==> src/rtl/controller.sv <==
// LED running-light sequencer: SW picks off or one of three prescaler rates; each tick
// advances a single lit LED and toggles mode_clock. Define PINGPONG_EN for a bouncing light.
module controller #(
   parameter int DIV1 = 1000,
   parameter int DIV2 = 500,
   parameter int DIV3 = 200
) (
   input  logic        SCLK,
   input  logic        RST,
   input  logic [1:0]  SW,
   output logic [15:0] LD,
   output logic        mode_clock
);

   localparam int DIV_MAX = (DIV1 > DIV2) ? ((DIV1 > DIV3) ? DIV1 : DIV3)
                                          : ((DIV2 > DIV3) ? DIV2 : DIV3);
   localparam int CNT_W = $clog2(DIV_MAX);

   localparam logic [CNT_W-1:0] LAST1 = CNT_W'(DIV1 - 1);
   localparam logic [CNT_W-1:0] LAST2 = CNT_W'(DIV2 - 1);
   localparam logic [CNT_W-1:0] LAST3 = CNT_W'(DIV3 - 1);

   logic [CNT_W-1:0] cnt_q, cnt_d;
   logic [15:0]      ld_q, ld_d;
   logic             mc_q, mc_d;
   logic [1:0]       sw_q, sw_d;
   logic [CNT_W-1:0] n_last;
   logic [15:0]      ld_adv;

`ifdef PINGPONG_EN
   logic dir_right_q, dir_right_d;
   logic dir_adv;
`endif

   always_comb begin
      case (SW)
         2'd1:    n_last = LAST1;
         2'd2:    n_last = LAST2;
         default: n_last = LAST3;
      endcase
   end

   // Pattern the LEDs take on the next tick.
`ifdef PINGPONG_EN
   always_comb begin
      ld_adv  = ld_q;
      dir_adv = dir_right_q;
      if (!dir_right_q) begin
         if (ld_q[15]) begin
            ld_adv  = ld_q >> 1;
            dir_adv = 1'b1;
         end else begin
            ld_adv = ld_q << 1;
         end
      end else begin
         if (ld_q[0]) begin
            ld_adv  = ld_q << 1;
            dir_adv = 1'b0;
         end else begin
            ld_adv = ld_q >> 1;
         end
      end
   end
`else
   always_comb begin
      ld_adv = {ld_q[14:0], ld_q[15]};
   end
`endif

   always_comb begin
      cnt_d = cnt_q;
      ld_d  = ld_q;
      mc_d  = mc_q;
      sw_d  = SW;
`ifdef PINGPONG_EN
      dir_right_d = dir_right_q;
`endif
      if (SW == 2'd0) begin
         cnt_d = '0;
         mc_d  = 1'b0;
         ld_d  = '0;
`ifdef PINGPONG_EN
         dir_right_d = 1'b0;
`endif
      end else if (ld_q == 16'h0000) begin
         ld_d  = 16'h0001;
         cnt_d = '0;
`ifdef PINGPONG_EN
         dir_right_d = 1'b0;
`endif
      end else if (SW != sw_q) begin
         // Rate change restarts the count so cnt never sits above the new limit.
         cnt_d = '0;
      end else if (cnt_q == n_last) begin
         cnt_d = '0;
         mc_d  = ~mc_q;
         ld_d  = ld_adv;
`ifdef PINGPONG_EN
         dir_right_d = dir_adv;
`endif
      end else begin
         cnt_d = cnt_q + CNT_W'(1);
      end
   end

   always_ff @(posedge SCLK or posedge RST) begin
      if (RST) begin
         cnt_q <= '0;
         ld_q  <= '0;
         mc_q  <= 1'b0;
         sw_q  <= 2'd0;
      end else begin
         cnt_q <= cnt_d;
         ld_q  <= ld_d;
         mc_q  <= mc_d;
         sw_q  <= sw_d;
      end
   end

`ifdef PINGPONG_EN
   always_ff @(posedge SCLK or posedge RST) begin
      if (RST) begin
         dir_right_q <= 1'b0;
      end else begin
         dir_right_q <= dir_right_d;
      end
   end
`endif

   assign LD         = ld_q;
   assign mode_clock = mc_q;

endmodule

==> config.mk <==
export PLATFORM = sky130hd
export DESIGN_NAME = controller
export DESIGN_NICKNAME = d
export VERILOG_FILES = /design/src/rtl/controller.sv
export SDC_FILE = /design/constraint.sdc
export NUM_CORES = 1
export LEC_CHECK = 0
export BUFFER_PORTS_ARGS = -buffer_cell sky130_fd_sc_hd__buf_4
export CORE_ASPECT_RATIO = 0.5
export CORE_MARGIN = 2
export CORE_UTILIZATION = 55
export CTS_CLUSTER_SIZE = 20
export DETAILED_ROUTE_END_ITERATION = 10
export PLACE_DENSITY = 0.77
export SYNTH_ARGS = -nofsm -noshare
export SYNTH_HDL_FRONTEND = slang
export SYNTH_SLANG_ARGS = --single-unit
==> constraint.sdc <==
create_clock -name SCLK -period 2.5 [get_ports SCLK]
set_input_delay 0.125 -clock SCLK [delete_from_list [all_inputs] [get_ports SCLK]]
set_output_delay 0.125 -clock SCLK [all_outputs]
set_load 0.02 [all_outputs]
==> flow_summary.toml <==
[critical_path]
ff2ff_setup_slack_ns = 0.43
slowest_stage = "dlygate4sd3_1"
arrival_ns = 2.56
cp_top_family = "simple AND/OR/NAND/NOR gates"
path_max_fanout = 4
rr_endpoint = "LD[2]"
end_kind = "register"
path_class = "input port to register"
cp.buffers_inverters = 3
r2r-start = "LD[4]"
critPathLaunchType = "input port"
slowest_delay_ns = 0.53
required_ns = 2.67
reg2reg_depth = 4
cp_cell_sequence = "dlygate4sd3_1, buf_4, inv_1, ha_1, or3_4, a2111o_1, or4_1, o311a_1"

[logic_synthesis]
seq_area_frac_synth = 0.500
synth_area_leaders = "dfrtp_1 50%, nand3_1 5.5%, xor2_1 4.8%"
yosysTopAreaCellShare = 0.500
yosysMostFrequentCell = "dfrtp_1"
ys.flop_type = "dfrtp_1"
syn_inst = 142
synth.distinct_cells = 33
synthArstFlopShare = 1.00
synth_edf_count = 0
ys_warn_count = 0
yosys.area.top_type = "dfrtp_1"
synth_area_um2 = 1450
synth_commonest_cells = "29 x dfrtp_1, 16 x nand3_1, 13 x a21oi_1"
synth-seq-cells = 29
syn_nets = 150
avgSynthCellArea_um2 = 10.2

[sta]
timing.final.crit_period_ns = 2.40
slew_headroom = 0.703
drv_slew = 0
finalSetupViolations = 0
setup_ws_ns = 0.105
hold_violations = 0
finalCritPeriodShare = 0.958
finClkSkew_ns = 0.00707
rsz0062_at_grt = "false"
clock.fmax_ghz = 0.418
tightest_slew_ns = 0.442
fin_setup_tns_ns = 0

[power]
peakVddDrop_uv = 324
cellLeakagePower_nw = 0.827
p_total_w = 0.000931
p_sw_frac = 0.247
power.switching_w = 0.000230
p_comb_frac = 0.091
powerDensity_nw_per_um2 = 521
power.internal_w = 0.000702
pwr-share-clk = 0.393
seqPwrFrac = 0.516

[place]
gp_congestion = 0.796
post-place-ws_ns = 0.391
numPortBuffers = 20
dpl-instance-area_um2 = 1660
dp_hpwl_um = 2110

[routing]
vias_per_cell = 5.67
wl_per_cell_um = 14.6
dr.first_iter.drc_count = 107
antenna_left = 0
drt-total-wl_um = 3080
drt-pass1-iter-count = 4
vias = 1191
drc = 0

[status]
outcome = "complete, no violations"

[floorplan]
core_area_um2 = 2550
start_util = 0.569
die_area_um2 = 3090
rows = 13
die_x_um = 76.7
dieHeight_um = 40.3
io_pins = 21

[cts]
root_buffer = "clkbuf_8"
cts_tree = "built"
clk_pin_slew_ns = 0.07
numClockSinks = 29
htree_levels = 2
clk_path_buf_depth = 2
numCtsBuffers = 5
clk_latency_ns = 0.28

[min_path]
hp-class = "input port to asynchronous set/reset pin"

[grt]
grt.busiest_layer = "met2"
use_met2 = 0.349
met3_usage = 0.0608
grt_pass1_wl_um = 4750
track_usage = 0.213
met1_usage = 0.275
grt_max_degree = 30
overflow = 0
antenna_found_initial = 0
grt_pass1_vias = 999

[finish]
final_layout_size_suffix_gt1_frac = 0.220
nets = 180
n_antenna_cell = 0
area_growth_pct = 23.2
fin_area_um2 = 1790
fin_util = 0.701

[run]
drv_cap = 0
-- final cells by class --
| cell class | instances | area, um2 |
|---|---|---|
| Clock buffer | 6 | 72.6 |
| Inverter | 7 | 26.3 |
| Sequential cell | 29 | 726 |
| Fill cell | 194 | 764 |
| Tap cell | 37 | 46.3 |
| Timing Repair Buffer | 28 | 218 |
| Clock inverter | 2 | 10.0 |
| Multi-Input combinational cell | 101 | 691 |
-- flip-flops by register name (all words and copies together), names as in the netlist --
register / cells
LD: 16
cnt_q: 10
mode_clock: 1
sw_q: 2
-- power groups by stage --
stage          clock (W)  sequential [W]  combinational (W)
2_1_floorplan          0        0.000491          0.0000529
4_1_cts         0.000372        0.000480          0.0000834
6_report        0.000366        0.000481          0.0000843
3_5_place_dp           0        0.000489          0.0000796
3_3_place_gp           0        0.000489          0.0000786
5_1_grt         0.000397        0.000481          0.0000924
-- timing repair --
| action | CTS | global route |
|---|---|---|
| endpoints found under the setup margin | 0 | 10 |
| buffers inserted | 0 | 0 |
| gates resized for setup | 0 | 2 |
| hold endpoints to repair | 31 | 0 |
| hold buffers | 3 | 0 |
-- worst max path at each step --
stage / startpoint / cells after the start / to / slack, ns
floorplan: LD[4] / 5 / cnt_q[2] / 0.43
global placement: SW[0] / 7 / LD[0] / 0.43
detailed placement: SW[0] / 7 / LD[0] / 0.39
CTS: SW[0] / 8 / LD[0] / 0.14
global route: SW[0] / 8 / LD[0] / 0.02
finish: SW[0] / 8 / LD[0] / 0.10
-- worst reg2reg max path: cells and delay by family (launching register included) --
family | cells | cell delay, ns
AO/OA/AOI/OAI | 2 | 0.46
AND/OR/NAND/NOR | 2 | 1.12
flip-flops | 1 | 0.40
-- metrics by stage --
step	std cells	hold WS (ns)
floorplan	142	0.156
global placement	199	0.221
detailed placement	199	0.222
CTS	210	0.483
global route	210	0.552
finish	210	0.488
-- cells by family after synthesis --
| group | synth area share |
|---|---|
| xor+xnor | 0.0663 |
| flops | 0.500 |
| mux | 0.0138 |
| fa+ha+maj | 0.0345 |
| simple gates | 0.189 |
| buf+inv | 0.0345 |
| compound gates | 0.162 |
-- per-layer routing --
metal	wire length, um	share of wire
met1	1460	0.47
met2	1470	0.48
met4	23	0.0075
met5	0	0
met3	122	0.040
-- placed cells by master (no fill, tap or decap), types with 2 or more instances in the layout --
master,synthesis,final
nand2_1,6,6
clkinv_2,0,2
nor2_1,11,11
inv_1,7,7
ha_1,4,4
clkbuf_8,0,5
o21ai_0,11,11
mux2i_1,2,2
dfrtp_1,29,29
nand3_1,16,16
a21oi_1,13,13
nand4_1,2,2
buf_4,1,25
xor2_1,8,8
xnor2_1,3,3
or4_1,6,6
o32ai_1,2,2
and3_1,2,2
dlygate4sd3_1,0,3
(Power assumes the default switching activity.)
